<file path="src/rtl/ppu_sprite_line_engine.sv">
// Per-scanline sprite engine: scans OAM in hblank, fetches one graphics row per selected slot,
// then emits the prioritised sprite pixel per active pixel. Optional macro: SPRITE_ZERO_HIT_EN.
module ppu_sprite_line_engine #(
    parameter int unsigned NUM_OAM     = 64,
    parameter int unsigned NUM_SPRITES = 8,
    parameter int unsigned OAM_AW      = 8
) (
    input  logic              i_clk,
    input  logic              i_reset,
    input  logic              i_eval_start,
    input  logic [7:0]        i_eval_line,
    input  logic              i_line_go,
    input  logic              i_pix_en,
    output logic [OAM_AW-1:0] o_oam_addr,
    input  logic [31:0]       i_oam_rdata,
    output logic [10:0]       o_gfx_addr,
    input  logic [31:0]       i_gfx_rdata,
    output logic              o_busy,
    output logic              o_ready,
    output logic              o_overflow,
    output logic              o_pix_valid,
    output logic [1:0]        o_pix_data,
    output logic [2:0]        o_pix_palette
`ifdef SPRITE_ZERO_HIT_EN
    ,
    input  logic              i_bg_opaque,
    output logic              o_sprite0_hit
`endif
);

    localparam int unsigned CW = $clog2(NUM_SPRITES + 1);
    localparam int unsigned SW = (NUM_SPRITES > 1) ? $clog2(NUM_SPRITES) : 1;

    typedef enum logic [1:0] {StIdle, StScan, StFetch, StDone} state_e;
    state_e r_state, w_state_next;

    logic [7:0]        r_line;
    logic [OAM_AW-1:0] r_oam_addr;
    logic              r_issuing, r_chk_vld, r_chk_last;
    logic [CW-1:0]     r_count, r_fetch_idx;
    logic [SW-1:0]     r_cap_idx;
    logic              r_cap_vld, r_cap_last;
    logic              r_ready, r_overflow;
    logic [8:0]        r_x_cnt;
    logic              r_pix_valid;
    logic [1:0]        r_pix_data;
    logic [2:0]        r_pix_pal;

    // Prepared bank (filled during evaluation) and active bank (used for the current line)
    logic [NUM_SPRITES-1:0] r_p_vld;
    logic [7:0]             r_p_x     [NUM_SPRITES];
    logic [6:0]             r_p_tile  [NUM_SPRITES];
    logic [3:0]             r_p_row   [NUM_SPRITES];
    logic [2:0]             r_p_pal   [NUM_SPRITES];
    logic                   r_p_hflip [NUM_SPRITES];
    logic [31:0]            r_p_gfx   [NUM_SPRITES];
    logic [NUM_SPRITES-1:0] r_a_vld;
    logic [7:0]             r_a_x     [NUM_SPRITES];
    logic [2:0]             r_a_pal   [NUM_SPRITES];
    logic                   r_a_hflip [NUM_SPRITES];
    logic [31:0]            r_a_gfx   [NUM_SPRITES];

`ifdef SPRITE_ZERO_HIT_EN
    logic r_chk_first, r_p_s0, r_a_s0, r_s0_hit;
`endif

    logic [7:0] w_dy;
    logic       w_hit, w_full, w_take, w_fetch_issue, w_eval_go;
    logic [1:0] w_cand [NUM_SPRITES];
    logic       w_win_found;
    logic [1:0] w_win_pix;
    logic [2:0] w_win_pal;
    logic       w_unused;

    assign w_unused      = ^i_oam_rdata[31:28];
    assign w_dy          = r_line - i_oam_rdata[15:8];
    assign w_hit         = r_chk_vld && (w_dy[7:4] == 4'd0);
    assign w_full        = (r_count == CW'(NUM_SPRITES));
    assign w_take        = w_hit && !w_full;
    assign w_fetch_issue = (r_state == StFetch) && (r_fetch_idx < r_count);
    assign w_eval_go     = (r_state == StIdle) && i_eval_start;

    assign o_oam_addr    = r_oam_addr;
    assign o_gfx_addr    = w_fetch_issue ? {r_p_tile[r_fetch_idx[SW-1:0]],
                                            r_p_row[r_fetch_idx[SW-1:0]]} : 11'd0;
    assign o_busy        = (r_state != StIdle);
    assign o_ready       = r_ready;
    assign o_overflow    = r_overflow;
    assign o_pix_valid   = r_pix_valid;
    assign o_pix_data    = r_pix_data;
    assign o_pix_palette = r_pix_pal;
`ifdef SPRITE_ZERO_HIT_EN
    assign o_sprite0_hit = r_s0_hit;
`endif

    always_ff @(posedge i_clk) begin
        if (i_reset) r_state <= StIdle;
        else         r_state <= w_state_next;
    end

    always_comb begin
        w_state_next = r_state;
        unique case (r_state)
            StIdle:  if (i_eval_start) w_state_next = StScan;
            // Zero hits skips the fetch phase entirely
            StScan:  if (r_chk_vld && r_chk_last)
                         w_state_next = ((r_count == '0) && !w_take) ? StDone : StFetch;
            StFetch: if (r_cap_vld && r_cap_last) w_state_next = StDone;
            StDone:  w_state_next = StIdle;
            default: w_state_next = StIdle;
        endcase
    end

    // Per-slot candidate: 9-bit distance so sprites near x=255 never wrap to x=0
    for (genvar g = 0; g < NUM_SPRITES; g++) begin : g_slot
        logic [8:0] w_dx;
        logic [3:0] w_p;
        assign w_dx = r_x_cnt - {1'b0, r_a_x[g]};
        assign w_p  = r_a_hflip[g] ? ~w_dx[3:0] : w_dx[3:0];
        assign w_cand[g] = (r_a_vld[g] && (w_dx[8:4] == 5'd0)) ?
                           r_a_gfx[g][{w_p, 1'b0} +: 2] : 2'b00;
    end

    always_comb begin
        w_win_found = 1'b0;
        w_win_pix   = 2'b00;
        w_win_pal   = 3'b000;
        for (int i = 0; i < NUM_SPRITES; i++) begin
            if (!w_win_found && (w_cand[i] != 2'b00)) begin
                w_win_found = 1'b1;
                w_win_pix   = w_cand[i];
                w_win_pal   = r_a_pal[i];
            end
        end
    end

    always_ff @(posedge i_clk) begin
        if (i_reset) begin
            r_line      <= '0;
            r_oam_addr  <= '0;
            r_issuing   <= 1'b0;
            r_chk_vld   <= 1'b0;
            r_chk_last  <= 1'b0;
            r_count     <= '0;
            r_fetch_idx <= '0;
            r_cap_idx   <= '0;
            r_cap_vld   <= 1'b0;
            r_cap_last  <= 1'b0;
            r_ready     <= 1'b0;
            r_overflow  <= 1'b0;
            r_x_cnt     <= '0;
            r_pix_valid <= 1'b0;
            r_pix_data  <= '0;
            r_pix_pal   <= '0;
            r_p_vld     <= '0;
            r_a_vld     <= '0;
            for (int i = 0; i < NUM_SPRITES; i++) begin
                r_p_x[i]     <= '0;
                r_p_tile[i]  <= '0;
                r_p_row[i]   <= '0;
                r_p_pal[i]   <= '0;
                r_p_hflip[i] <= 1'b0;
                r_p_gfx[i]   <= '0;
                r_a_x[i]     <= '0;
                r_a_pal[i]   <= '0;
                r_a_hflip[i] <= 1'b0;
                r_a_gfx[i]   <= '0;
            end
`ifdef SPRITE_ZERO_HIT_EN
            r_chk_first <= 1'b0;
            r_p_s0      <= 1'b0;
            r_a_s0      <= 1'b0;
            r_s0_hit    <= 1'b0;
`endif
        end else begin
            // Swap reads the old prepared bank, so a coincident eval_start clears it afterwards
            if (i_line_go) begin
                r_a_vld <= r_ready ? r_p_vld : '0;
                for (int i = 0; i < NUM_SPRITES; i++) begin
                    r_a_x[i]     <= r_p_x[i];
                    r_a_pal[i]   <= r_p_pal[i];
                    r_a_hflip[i] <= r_p_hflip[i];
                    r_a_gfx[i]   <= r_p_gfx[i];
                end
`ifdef SPRITE_ZERO_HIT_EN
                r_a_s0 <= r_p_s0;
`endif
                r_ready <= 1'b0;
                r_x_cnt <= '0;
            end else if (i_pix_en && (r_x_cnt != 9'h1FF)) begin
                r_x_cnt <= r_x_cnt + 9'd1;
            end

            if (w_eval_go) begin
                r_line      <= i_eval_line;
                r_oam_addr  <= '0;
                r_issuing   <= 1'b1;
                r_chk_vld   <= 1'b0;
                r_count     <= '0;
                r_fetch_idx <= '0;
                r_cap_vld   <= 1'b0;
                r_p_vld     <= '0;
                r_ready     <= 1'b0;
                r_overflow  <= 1'b0;
`ifdef SPRITE_ZERO_HIT_EN
                r_p_s0 <= 1'b0;
                if (i_eval_line == 8'd0) r_s0_hit <= 1'b0;
`endif
            end

            if (r_state == StScan) begin
                r_chk_vld  <= r_issuing;
                r_chk_last <= r_issuing && (r_oam_addr == OAM_AW'(NUM_OAM - 1));
`ifdef SPRITE_ZERO_HIT_EN
                r_chk_first <= r_issuing && (r_oam_addr == '0);
`endif
                if (r_issuing) begin
                    if (r_oam_addr == OAM_AW'(NUM_OAM - 1)) r_issuing <= 1'b0;
                    else                                    r_oam_addr <= r_oam_addr + 1'b1;
                end
                if (w_take) begin
                    r_p_vld[r_count[SW-1:0]]   <= 1'b1;
                    r_p_x[r_count[SW-1:0]]     <= i_oam_rdata[7:0];
                    r_p_tile[r_count[SW-1:0]]  <= i_oam_rdata[22:16];
                    r_p_row[r_count[SW-1:0]]   <= i_oam_rdata[27] ? ~w_dy[3:0] : w_dy[3:0];
                    r_p_pal[r_count[SW-1:0]]   <= i_oam_rdata[25:23];
                    r_p_hflip[r_count[SW-1:0]] <= i_oam_rdata[26];
                    r_count                    <= r_count + CW'(1);
`ifdef SPRITE_ZERO_HIT_EN
                    if (r_chk_first) r_p_s0 <= 1'b1;
`endif
                end
                if (w_hit && w_full) r_overflow <= 1'b1;
            end

            if (r_state == StFetch) begin
                r_cap_vld  <= w_fetch_issue;
                r_cap_idx  <= r_fetch_idx[SW-1:0];
                r_cap_last <= w_fetch_issue && (r_fetch_idx == r_count - CW'(1));
                if (w_fetch_issue) r_fetch_idx <= r_fetch_idx + CW'(1);
                if (r_cap_vld)     r_p_gfx[r_cap_idx] <= i_gfx_rdata;
            end

            if (r_state == StDone) r_ready <= 1'b1;

            r_pix_valid <= i_pix_en;
            if (i_pix_en) begin
                r_pix_data <= w_win_pix;
                r_pix_pal  <= w_win_pal;
`ifdef SPRITE_ZERO_HIT_EN
                if (r_a_s0 && (w_cand[0] != 2'b00) && i_bg_opaque) r_s0_hit <= 1'b1;
`endif
            end
        end
    end

endmodule

</file>
<file path="config.mk">
export PLATFORM = sky130hd
export DESIGN_NAME = ppu_sprite_line_engine
export DESIGN_NICKNAME = d
export VERILOG_FILES = /design/src/rtl/ppu_sprite_line_engine.sv
export SDC_FILE = /design/constraint.sdc
export NUM_CORES = 1
export LEC_CHECK = 0
export BUFFER_PORTS_ARGS = -buffer_cell sky130_fd_sc_hd__clkbuf_2
export CAP_MARGIN = 15
export CORE_MARGIN = 2
export CORE_UTILIZATION = 30
export DETAILED_ROUTE_END_ITERATION = 7
export PLACE_DENSITY = 0.47
export SETUP_SLACK_MARGIN = 0.4
export SYNTH_ARGS = -nofsm -noshare
export SYNTH_HDL_FRONTEND = slang
export SYNTH_SLANG_ARGS = --single-unit
</file>
<file path="constraint.sdc">
create_clock -name i_clk -period 13.94 [get_ports i_clk]
set_clock_uncertainty 0.2 [all_clocks]
set_input_delay 2.788 -clock i_clk [delete_from_list [all_inputs] [get_ports i_clk]]
set_output_delay 2.788 -clock i_clk [all_outputs]
set_load 0.01 [all_outputs]
</file>
Yosys cells after proc, flatten, opt, wreduce, memory -nomap -nowiden
Memory sizes are Yosys's and may differ from the RTL's. A register that Yosys moved wholly into a read port is not among the register bits. Cells that the tools add are included.

Register bits: 67. Latch bits: 0. Bits in writable memories: 792. ROM bits: 0. Bits of input ports: 77. Output and inout bits: 28. Memories kept: 10.

Add/subtract/negate cells: 14. Multiply operators: 0. Divide/modulo/power cells: 0. Magnitude comparators: 3. Equal/unequal tests: 10. Shifts and indexed selects: 8. Muxes and demuxes: 141. Bitwise logic cells: 42. Reductions and logical operators: 67.

Memory list: r_a_gfx (words 8, bits a word 32, rd ports 8, clocked after Yosys merged registers in 0, wr ports 8, line 61) `logic [31:0] r_a_gfx [NUM_SPRITES];`; r_p_gfx (words 8, bits a word 32, rd ports 8, clocked after Yosys merged registers in 0, wr ports 8, line 56) `logic [31:0] r_p_gfx [NUM_SPRITES];`; r_a_x (words 8, bits a word 8, rd ports 8, clocked after Yosys merged registers in 0, wr ports 8, line 58) `logic [7:0] r_a_x [NUM_SPRITES];`; r_p_x (words 8, bits a word 8, rd ports 8, clocked after Yosys merged registers in 0, wr ports 8, line 51) `logic [7:0] r_p_x [NUM_SPRITES];`; r_p_tile (words 8, bits a word 7, rd ports 1, clocked after Yosys merged registers in 1, wr ports 8, line 52) `logic [6:0] r_p_tile [NUM_SPRITES];`; r_p_row (words 8, bits a word 4, rd ports 1, clocked after Yosys merged registers in 1, wr ports 8, line 53) `logic [3:0] r_p_row [NUM_SPRITES];`; +4 memories.

Operators by type and width (count): 2-to-1 mux 32 bit (9); indexed part select 32 x 6 -> 2 bit (8); 2-to-1 mux 8 bit (18); 2-to-1 mux 3 bit (25); subtractor 9 x 8 -> 9 bit (8); 2-to-1 mux 4 bit (16); 2-to-1 mux 1 bit (50); zero test 5 bit (8); 2-to-1 mux 2 bit (19); NOT 4 bit (9); OR 1 bit (32); OR reduction 32 bit (1); logical AND 1 bit (27); nonzero test 2 bit (11); 2-to-1 mux 11 bit (1); adder 9 x 1 -> 9 bit (second input constant) (1); zero test 1 bit (9); inequality test 9 bit (second input constant) (1); adder 4 x 1 -> 4 bit (second input constant) (2); adder 8 x 1 -> 8 bit (second input constant) (1); equality test 8 x 6 -> 1 bit (second input constant) (1); zero test 4 bit (2); OR 8 bit (1); one-hot mux 2 bit (4 select lines) (1); 21 further kinds (24).

Longest topological paths before layout
Gate-level depths: netlist of the first run.

Depth after elaboration: 28. Depth in mapped cells: 16. Mapped depth without buffers: 14.

Worst setup path after synthesis of the first run
No wires, ideal clock.

Kind: input to register. From: in i_reset. To: mem r_a_gfx[0][0], enable pin. Arrival: 13.483 ns. Slack: -0.599 ns. Cell stages on the path: 5. Cells stage by stage: clkbuf_1 clkbuf_1 clkbuf_1 or2_2 clkbuf_1.

RTL lines: start, declared (line 9) `input logic i_reset,`; end, declared (line 61).

==> metrics.txt, run 1 <==
post-route fraction of the period consumed by the critical path=0.472; clock network latency to the later pin of the worst-skew pair=0.68 ns; time the worst path needs with I/O delays and setup=6.58 ns; setup-violating endpoint count in the final report=0; Non-Filler Cell Area, Final=45700 µm²; Via Count=22600; area leader, netlist=edfxtp_1; beginning of the worst hold path=r_p_vld[0]; area growth from synthesis to layout=14.0%; antenna violations before repair=27; DP Worst Slack=between 6 and 7 ns; power consumption=6.08 mW; die area=136000 µm²; count of placed standard cells in the final layout, fillers left out=a little under 5000; critical path peak fanout=25; worst hold path type=flip-flop to flip-flop; combined flip-flop and latch cell area=approximately 25000 µm²; clock sinks=859; die width=between 300 and 400 µm; unrepaired setup endpoints after global routing=no; drt wl/cell=about 21 µm; final worst setup slack=7.36 ns; nets=3186; number of violations of the max-capacitance limit=0; worst hold slack=0.244 ns; required time at the worst-slack endpoint=14.02 ns; number of hold violations in the final report=0; level count of the clock H-tree=3; first-pass GRT wire length=150000 µm; clock-pin slew of the registers on the worst-case setup and hold paths=0.06 ns; Pwr Density=133 nW/µm²; via count normalized by instance count=about 4.7; commonest cells in the synthesized netlist=edfxtp_1, and2_1, nor2_1, nor2b_1, clkbuf_1; count leader, synth=edfxtp_1; total core area=133000 µm²; placed cells=4687; global route overflow=0; HPWL reported at the end of detailed placement=approximately 64000 µm; Hold Buf Count CTS=0; vias in the first global route=22200; I/O pin total=105; normalized max-slew margin=0.284; Crit Reg-Reg Startpoint=r_x_cnt[0]; fraction of layout instances using a drive strength above 1=0.147; TritonCTS clock tree=yes; type of the worst setup path=primary input to flip-flop; worst voltage drop across the vdd grid=0.0896 mV; final total negative setup slack=0 ns; total of warnings raised by yosys=0; Critical Path End Type=flip-flop; pin slew with the least headroom to its limit=~1.1 ns; count of fill cells added during filler insertion=12900; area share of the leading cell type in the synthesized netlist=0.594; outcome=completed; placed inst area=approximately 43000 µm²; input/output buffers=100; Synthesized Nets=3088; effective utilization at floorplan=0.301; global-route total usage across every layer=0.150; number of gates resized after CTS=0; Total Wirelength=102000 µm; flop and latch count out of synthesis=859; Multi-input gate area=roughly 14000 µm²; post-route antenna net violation count=0; Mapped Avg Cell Area=roughly 14 µm²; number of enable-type register cells in the synthesized netlist=between 700 and 800; maximum clock path buffer count=3; Post-Route Utilization=0.344; startpoint kind of the worst setup timing path=primary input; CP arrival=6.66 ns; number of unique standard cell types used by synthesis=between 90 and 100; master cell of the clock root buffer=clkbuf_16; maximum clock frequency=0.152 GHz; sequential element share of the synthesized area=0.627; asr flop ratio synth=0; standard-cell row count=roughly 130; flop-to-flop setup slack=8.19 ns; number of optimization iterations in the first detailed-route pass=5; max-slew violation count=0; top flip-flop cell by instance count after synthesis=edfxtp_1; synthesized instance count=around 2900; vertical extent of the die=approximately 370 µm; DRC marker count from the first detailed-route iteration=1820; number of buffers created by CTS=90; pin count of the biggest net entering global routing=about 220; setup bufs post-CTS=0; weighted congestion reported at the end of routability-driven placement=0.781; DRC violation count after routing=0; most area-consuming cells after synthesis=edfxtp_1, and2_1, mux4_2; leakage power of the design=17.0 nW; netlist area before placement=40100 µm²; CP Launch Point=i_oam_rdata[8]
-- metal layers --
metal  routed length (µm)  share of wire  GRT usage  vias to the layer above
met1                45200           0.44      0.205                    11300
met2                49100           0.48      0.248                      482
met3                 5430          0.053     0.0191                      126
met5                    0              0          0                        -
li1                     -              -          -                    10800
met4                 2060          0.020     0.0442                        0
-- report_power, final --
part	internal (mW)	switching (mW)
clock	1.43	1.05
combinational	0.235	0.398
sequential	2.93	0.0412
-- sequential cells by signal, summed over array words and instances (netlist names), 8 cells and up --
signal	cells
r_p_x	64
r_p_vld	8
r_p_tile	56
r_p_hflip	8
r_p_gfx	256
r_p_pal	24
r_a_pal	24
r_line	8
r_p_row	32
r_a_x	64
r_a_hflip	8
r_a_vld	8
o_oam_addr	8
r_x_cnt	9
r_a_gfx	256
-- layout make-up --
type,count,share of cell area
antenna,11,0.000603
clock buffer,108,0.0515
clock inverter,57,0.0142
inverter,105,0.00863
multi-input combinational,1816,0.308
sequential,859,0.550
tap,1768,0.0484
timing repair buffer,140,0.0182
-- path summary, 6_finish.rpt --
path | end | cells after the start
worst max-delay path | r_p_x[5][6] | 14
worst min register to register | r_p_vld[0] | 2
worst max register to register | o_pix_data[1] | 14
worst min-delay path | r_p_vld[0] | 2
-- cell usage in the layout (no fill, tap or decap), types with 12 or more instances in the layout --
| cell type | Yosys | layout |
|---|---|---|
| xnor2_1 | 46 | 45 |
| xor2_1 | 25 | 25 |
| mux2i_1 | 53 | 53 |
| and3_1 | 15 | 15 |
| edfxtp_1 | 792 | 792 |
| buf_4 | 2 | 38 |
| dfxtp_1 | 67 | 66 |
| mux4_2 | 107 | 107 |
| clkinv_2 | 0 | 21 |
| nor3_1 | 25 | 21 |
| clkbuf_16 | 0 | 91 |
| a211oi_1 | 13 | 13 |
| o211ai_1 | 16 | 16 |
| a21o_1 | 13 | 13 |
| clkbuf_1 | 110 | 16 |
| o21a_1 | 18 | 18 |
| and2_1 | 678 | 678 |
| o21ai_0 | 35 | 35 |
| nand3_1 | 27 | 27 |
| clkinv_1 | 1 | 13 |
| inv_1 | 103 | 103 |
| or2_2 | 17 | 16 |
| ha_1 | 88 | 88 |
| bufinv_16 | 0 | 12 |
| nor2_1 | 135 | 134 |
| clkbuf_2 | 0 | 99 |
| a21oi_1 | 64 | 64 |
| nand2b_1 | 20 | 14 |
| nand2_1 | 91 | 91 |
| a22oi_1 | 12 | 12 |
| nor2b_1 | 111 | 111 |
-- logic make-up (layout without fill, tap and decap cells) --
family          after synthesis  count (layout)  share of synthesized area
simple gates               1196            1196                      0.174
xor+xnor                     78              78                     0.0187
other cells                   0              11                          0
compound gates              274             274                     0.0486
flops                       859             859                      0.627
mux                         171             171                     0.0765
fa+ha+maj                    97              97                     0.0320
buf+inv                     239             410                     0.0232
-- worst max-delay path, stage by stage --
cell,delay [ns]
clkbuf_2,0.08
ha_1,0.15
inv_1,0.05
fa_1,0.39
nand2_1,0.09
nand2_1,0.06
a21oi_1,0.23
o21bai_1,0.09
a21oi_1,0.17
xor2_1,0.16
o2111ai_1,0.14
a2111o_1,0.78
or4_1,0.81
nand2b_2,0.63
(Power assumes the default switching activity.)
==> inputs of run 2 (changes only) <==
--- a/config.mk
+++ b/config.mk
@@ -5,6 +5,7 @@
 export SDC_FILE = /design/constraint.sdc
 export NUM_CORES = 1
 export LEC_CHECK = 0
+export ABC_AREA = 1
 export BUFFER_PORTS_ARGS = -buffer_cell sky130_fd_sc_hd__clkbuf_2
 export CAP_MARGIN = 15
 export CORE_MARGIN = 2
==> constraint.sdc (replaced) <==
create_clock -name i_clk -period 5.9 [get_ports i_clk]
set_clock_uncertainty 0.2 [all_clocks]
set_input_delay 1.18 -clock i_clk [delete_from_list [all_inputs] [get_ports i_clk]]
set_output_delay 1.18 -clock i_clk [all_outputs]
set_load 0.01 [all_outputs]
==> run 2 against run 1 <==
Compared with the run above:
- design area fell by 0.14%
- flip-flop and latch count did not move
- first-iteration DRC count fell by 0.22%
- critical path depth fell by 6
==> metrics.txt, run 2 <==
Seq pwr share=0.472 (-0.016); netlist area before placement=39700 µm² (-0.83%); asr flop ratio synth=0 (unchanged); standard-cell row count=133 (-0.75%); weighted congestion reported at the end of routability-driven placement=0.808 (+3.5%); number of unique standard cell types used by synthesis=55 (-40%); number of gates resized after CTS=0 (unchanged); normalized max-slew margin=0.221 (-0.0631); count of fill cells added during filler insertion=13400 (+4.1%); fraction of layout instances using a drive strength above 1=0.0906 (-0.0560); first-pass GRT wire length=160000 µm (+6.2%); pin count of the biggest net entering global routing=218 (-1.4%); effective utilization at floorplan=0.302 (+0.000878); nets=4323 (+36%); net switching power of the design=3.86 mW (+160%); TritonCTS clock tree=yes; Via Count=26600 (+17%); pin slew with the least headroom to its limit=1.17 ns (+0.0986 ns); leading cell type in the layout, fill and taps excluded=nor2_1; final total negative setup slack=0 ns (unchanged); cell-internal power=11.1 mW (+140%); input/output buffers=100 (unchanged); post-route fraction of the period consumed by the critical path=0.791; total core area=131000 µm² (-1.1%); area growth from synthesis to layout=14.8%; global route overflow=0 (unchanged); Hold Buf Count CTS=0 (unchanged); unrepaired setup endpoints after global routing=no; Critical Path End Type=primary output; vertical extent of the die=368 µm (-0.41%); power consumption=14.9 mW (+150%); type of the worst setup path=flip-flop to primary output; clock network latency to the later pin of the worst-skew pair=0.69 ns (about the same); level count of the clock H-tree=3 (unchanged); most area-consuming cells after synthesis=edfxtp_1, nor2_1, inv_1; number of buffers created by CTS=94 (+4.4%); antenna violations before repair=3 (-89%); top library cells by usage in the layout, fill and taps aside=nor2_1, edfxtp_1, inv_1, nand2_1, nand3_1; critical path peak fanout=17 (-32%); vias in the first global route=26300 (+18%); sequential element share of the synthesized area=0.632 (+0.00527); registers with the highest flip-flop counts=r_a_gfx (256), r_p_gfx (256); post-route antenna net violation count=0 (unchanged); cells along the critical path=buf_4, ha_1, inv_1, nor2_1, o211ai_1, nand3_1, a211oi_1, clkbuf_2; number of enable-type register cells in the synthesized netlist=792 (unchanged); required time at the worst-slack endpoint=4.52 ns (-9.50 ns); Mapped Avg Cell Area=9.87 µm² (-28%); global-route total usage across every layer=0.156 (+0.00608); via count normalized by instance count=4.44 (-4.6%); commonest cells in the synthesized netlist=nor2_1, edfxtp_1, inv_1, nand2_1, nand3_1; maximum clock path buffer count=3 (unchanged); setup bufs post-CTS=0 (unchanged); die width=368 µm (-0.41%); flop and latch count out of synthesis=859 (unchanged); fraction of power consumed by the clock network=0.415 (+0.008); worst voltage drop across the vdd grid=0.223 mV (+150%); clock sinks=859 (unchanged); startpoint kind of the worst setup timing path=flip-flop; Total Wirelength=106000 µm (+3.8%); setup-violating endpoint count in the final report=0 (unchanged); leakage power of the design=19.6 nW (+15%); outcome=completed; count leader, synth=nor2_1; number of optimization iterations in the first detailed-route pass=7 (+2); HPWL reported at the end of detailed placement=67100 µm (+5.1%); synthesized instance count=4024 (+38%); area leader, netlist=edfxtp_1; time the worst path needs with I/O delays and setup=between 4 and 5 ns; cell type of the slowest stage on the worst timing path=a211oi_1; DRC marker count from the first detailed-route iteration=1816 (-0.22%); number of hold violations in the final report=0 (unchanged); drt wl/cell=17.6 µm (-16%); maximum clock frequency=0.214 GHz; clock-pin slew of the registers on the worst-case setup and hold paths=0.06 ns (about the same); master cell of the clock root buffer=clkbuf_16; Synthesized Nets=4198 (+36%); total of warnings raised by yosys=0 (unchanged); Comb pwr share=0.114 (+0.010); area share of the leading cell type in the synthesized netlist=0.599 (+0.00499); Worst path top cell family by delay=compound AO/OA/AOI/OAI gates; Critical Path Max Stage Delay=0.70 ns (-0.11 ns); I/O pin total=105 (unchanged); number of violations of the max-capacitance limit=0 (unchanged); worst hold path type=flip-flop to flip-flop; share of total power consumed by net switching=0.259 (+0.0143); DRC violation count after routing=0 (unchanged); max-slew violation count=0 (unchanged); Pwr Density=327 nW/µm² (+150%); CP arrival=3.28 ns (-3.38 ns); buffers plus inverters on the worst setup path=3 (+1); top flip-flop cell by instance count after synthesis=edfxtp_1; die area=135000 µm² (-0.83%)
[run 2: changes by cell type after synthesis, moves of 24 or more]
cell | before | now
nor2b_1 | 111 | 0
mux2i_1 | 53 | 0
inv_1 | 103 | 704
mux4_2 | 107 | 0
nor2_1 | 135 | 933
a21oi_1 | 64 | 111
nand2_1 | 91 | 565
nand3_1 | 27 | 246
xnor2_1 | 46 | 22
and2_1 | 678 | 0
o21ai_0 | 35 | 77
[run 2: kinds of logic after synthesis]
logic type | synth area share
compound gates | 0.0475
xor+xnor | 0.0152
fa+ha+maj | 0.0322
buf+inv | 0.0827
flops | 0.632
simple gates | 0.190
[run 2: final timing paths]
check                                    start  slack (ns)  cells past startpoint       endpoint
worst min register to register      r_p_vld[1]        0.27                      2     r_a_vld[1]
worst max register to register      r_x_cnt[0]        1.26                     17  o_pix_data[1]
worst min-delay path                r_p_vld[1]        0.27                      2     r_a_vld[1]
worst max-delay path            r_fetch_idx[1]        1.24                      8  o_gfx_addr[1]
[run 2: power groups by stage]
| stage | clock, mW | sequential, mW | combinational, mW |
|---|---|---|---|
| floorplan | 0 | 7.15 | 1.13 |
| global placement | 0 | 7.17 | 1.72 |
| detailed placement | 0 | 7.18 | 1.73 |
| CTS | 6.36 | 7.05 | 1.73 |
| global route | 6.57 | 7.08 | 1.91 |
| finish | 6.19 | 7.05 | 1.70 |
[run 2: area by class of cell]
| class | instances | area, µm² | share of cell area |
|---|---|---|---|
| antenna | 3 | 7.51 | 0.000165 |
| timing repair buffer | 163 | 1010 | 0.0222 |
| multi-input combinational | 2312 | 11300 | 0.248 |
| tap | 1755 | 2200 | 0.0481 |
| clock buffer | 117 | 2490 | 0.0546 |
| inverter | 719 | 2720 | 0.0595 |
| sequential | 859 | 25100 | 0.551 |
| clock inverter | 59 | 738 | 0.0162 |
[run 2: stage by stage]
stage,cells,area (µm²),worst slack (ns),hold WS (ns),util
floorplan,4024,39700,1.22,0.222,-
CTS,5984,45600,1.15,0.266,0.347
global route,5984,45600,0.919,0.284,0.347
finish,5987,45600,1.24,0.266,0.347
detailed placement,5808,42400,1.18,0.249,0.322
global placement,5808,42400,1.21,0.246,0.322
[run 2: worst register-to-register path, cell delays in order, from the launching register on]
cell and delay, ns:
dfxtp_1 0.35, inv_1 0.29, ha_1 0.36, fa_1 0.62, xor2_2 0.49, inv_2 0.20
o211ai_1 0.18, nand3_1 0.11, nand3_1 0.11, nand2_1 0.20, o21ai_2 0.51, nand3_4 0.19
inv_2 0.07, nand2_1 0.16, nor2_1 0.14, nor2_1 0.05, nand2_1 0.19, a21oi_2 0.07
[run 2: per-layer routing]
| layer | share of wire | routed length, µm | vias up | track usage |
|---|---|---|---|---|
| met3 | 0.046 | 4890 | 109 | 0.0198 |
| met4 | 0.022 | 2330 | 0 | 0.0452 |
| met2 | 0.48 | 50900 | 498 | 0.265 |
| met5 | 0 | 0 | - | 0 |
| met1 | 0.45 | 47600 | 12800 | 0.209 |
| li1 | - | - | 13200 | - |
==> inputs of run 3 (changes only) <==
--- a/config.mk
+++ b/config.mk
@@ -11,7 +11,7 @@
 export CORE_MARGIN = 2
 export CORE_UTILIZATION = 30
 export DETAILED_ROUTE_END_ITERATION = 7
-export PLACE_DENSITY = 0.47
+export PLACE_DENSITY = 0.45
 export SETUP_SLACK_MARGIN = 0.4
 export SYNTH_ARGS = -nofsm -noshare
 export SYNTH_HDL_FRONTEND = slang
==> constraint.sdc (replaced) <==
create_clock -name i_clk -period 4.7 [get_ports i_clk]
set_clock_uncertainty 0.2 [all_clocks]
set_input_delay 0.94 -clock i_clk [delete_from_list [all_inputs] [get_ports i_clk]]
set_output_delay 0.94 -clock i_clk [all_outputs]
set_load 0.01 [all_outputs]
==> run 3 against run 2 <==
Compared with the run above:
- sequential share of layout area fell by 0.23 points
- clock power increased by 16%
- combinational power up 29%
- routed wire length up 2.6%
- clock-buffer cell count grew 19
- via count up 0.21%
- design area up 0.42%
- highest routed layer is now met5
- largest power group unchanged
- worst hold slack worse by 0.00087 ns
==> metrics.txt, run 3 (same netlist as run 2, synthesis figures left out) <==
outcome=completed; I/O pin total=105 (unchanged); global-route total usage across every layer=0.160 (+0.00392); worst hold path type=flip-flop to flip-flop; level count of the clock H-tree=3 (unchanged); normalized max-slew margin=0.213 (-0.00749); clock sinks=859 (unchanged); post-route antenna net violation count=0 (unchanged); die area=135000 µm² (unchanged); antenna violations before repair=5 (+2); maximum clock frequency=0.247 GHz; effective utilization at floorplan=0.302 (unchanged); via count normalized by instance count=4.43 (-0.34%); area growth from synthesis to layout=15.3%; HPWL reported at the end of detailed placement=69000 µm (+2.8%); leakage power of the design=19.7 nW (+0.58%); top library cells by usage in the layout, fill and taps aside=nor2_1, edfxtp_1, inv_1, nand2_1, nand3_1; standard-cell row count=133 (unchanged); clock network latency to the later pin of the worst-skew pair=0.70 ns (about the same); count of fill cells added during filler insertion=13400 (+0.13%); final worst setup slack=0.651 ns (-0.585 ns); input/output buffers=100 (unchanged); total core area=131000 µm² (unchanged); vias in the first global route=26200 (-0.38%); DRC violation count after routing=0 (unchanged); die width=368 µm (unchanged); setup-violating endpoint count in the final report=0 (unchanged); time the worst path needs with I/O delays and setup=4.05 ns; maximum clock path buffer count=3 (unchanged); number of hold violations in the final report=0 (unchanged); startpoint kind of the worst setup timing path=flip-flop; worst voltage drop across the vdd grid=0.319 mV (+44%); master cell of the clock root buffer=clkbuf_16; Pwr Density=399 nW/µm² (+22%); pin slew with the least headroom to its limit=1.18 ns (+0.0112 ns); type of the worst setup path=flip-flop to flip-flop; registers with the highest flip-flop counts=r_a_gfx (256), r_p_gfx (256); TritonCTS clock tree=yes; required time at the worst-slack endpoint=5.08 ns (+0.56 ns); number of violations of the max-capacitance limit=0 (unchanged); Via Count=26700 (+0.21%); first-pass GRT wire length=163000 µm (+1.9%); DRC marker count from the first detailed-route iteration=1938 (+6.7%); Total Wirelength=108000 µm (+2.6%); nets=4361 (+0.88%); DP Worst Slack=0.323 ns (-0.859 ns); max-slew violation count=0 (unchanged); pin count of the biggest net entering global routing=127 (-42%); Critical Path Max Stage Delay=0.53 ns (-0.17 ns); number of buffers created by CTS=94 (unchanged); vertical extent of the die=368 µm (unchanged); unrepaired setup endpoints after global routing=no; cell type of the slowest stage on the worst timing path=fa_2; cells along the critical path=clkinvlp_4, ha_2, fa_2, buf_4, xnor2_4, nand3_1, nand3_1, nand3_1, nand2_1, inv_1, o21ai_4, nand3_4, nor2_8, buf_4, nand4_1, buf_4, nor2_1, nor2_1, nand2_1, nand2_1, a21oi_2; weighted congestion reported at the end of routability-driven placement=0.810 (+0.35%); number of optimization iterations in the first detailed-route pass=7 (unchanged); clock-pin slew of the registers on the worst-case setup and hold paths=0.06 ns (about the same); final total negative setup slack=0 ns (unchanged); Hold Buf Count CTS=0 (unchanged); leading cell type in the layout, fill and taps excluded=nor2_1; drt wl/cell=18.0 µm (+2.1%); critical path peak fanout=8 (-9); post-route fraction of the period consumed by the critical path=0.862; CP arrival=4.42 ns (+1.14 ns); global route overflow=0 (unchanged); Critical Path End Type=flip-flop; fraction of layout instances using a drive strength above 1=0.101 (+0.0100)
[run 3: path summary, 6_finish.rpt]
kind	from	to	slack, ns	cells after the start
hold / removal	r_line[0]	r_line[0]	0.27	2
setup / recovery	r_x_cnt[0]	o_pix_palette[2]	0.65	21
setup reg to reg	r_x_cnt[0]	o_pix_palette[2]	0.65	21
hold reg to reg	r_line[0]	r_line[0]	0.27	2
[run 3: layer usage]
metal  part of all wire  GRT usage
met5            0.00012          0
met4              0.024     0.0483
met3              0.035     0.0203
met2               0.48      0.273
met1               0.46      0.212
[run 3: report_power, final]
group | leakage (nW) | internal [mW] | total (mW) | switching (mW)
sequential | 8.97 | 8.71 | 8.85 | 0.140
combinational | 9.27 | 0.649 | 2.20 | 1.55
clock | 1.45 | 4.09 | 7.21 | 3.13
total | 19.7 | 13.4 | 18.3 | 4.82
[run 3: per-stage QoR]
stage,area [µm²],power (mW),instances,utilization,hold WS (ns)
global route,45800,19.0,6019,0.348,0.291
detailed placement,42700,11.2,5840,0.325,0.251
finish,45800,18.3,6020,0.348,0.266
global placement,42700,11.2,5840,0.325,0.252
floorplan,39700,10.4,4024,-,0.222
CTS,45700,18.5,6015,0.348,0.246
[run 3: what timing repair did]
action | 4_1_cts | 5_1_grt
pin swaps | 0 | 5
resized for setup | 6 | 15
buffers inserted | 2 | 4
setup endpoints to repair | 16 | 5
[run 3: final cells by class]
class | count | area, µm² | area share
repair buffers | 201 | 1400 | 0.0305
flip-flops and latches | 859 | 25100 | 0.548
diodes | 1 | 2.50 | 0.0000546
multi-input cells | 2312 | 11400 | 0.249
well taps | 1755 | 2200 | 0.0479
clock buffers | 136 | 2640 | 0.0577
inverters | 719 | 2730 | 0.0595
clock inverters | 37 | 319 | 0.00697
[run 3: worst max-delay path: cells and delay by family (launching register included)]
kind | cells | cell delay (ns)
AO/OA/AOI/OAI | 2 | 0.35
XOR/XNOR | 1 | 0.29
adder cells (fa/ha/maj) | 2 | 0.78
buffers and inverters | 5 | 0.82
flip-flops | 1 | 0.36
AND/OR/NAND/NOR | 11 | 1.13
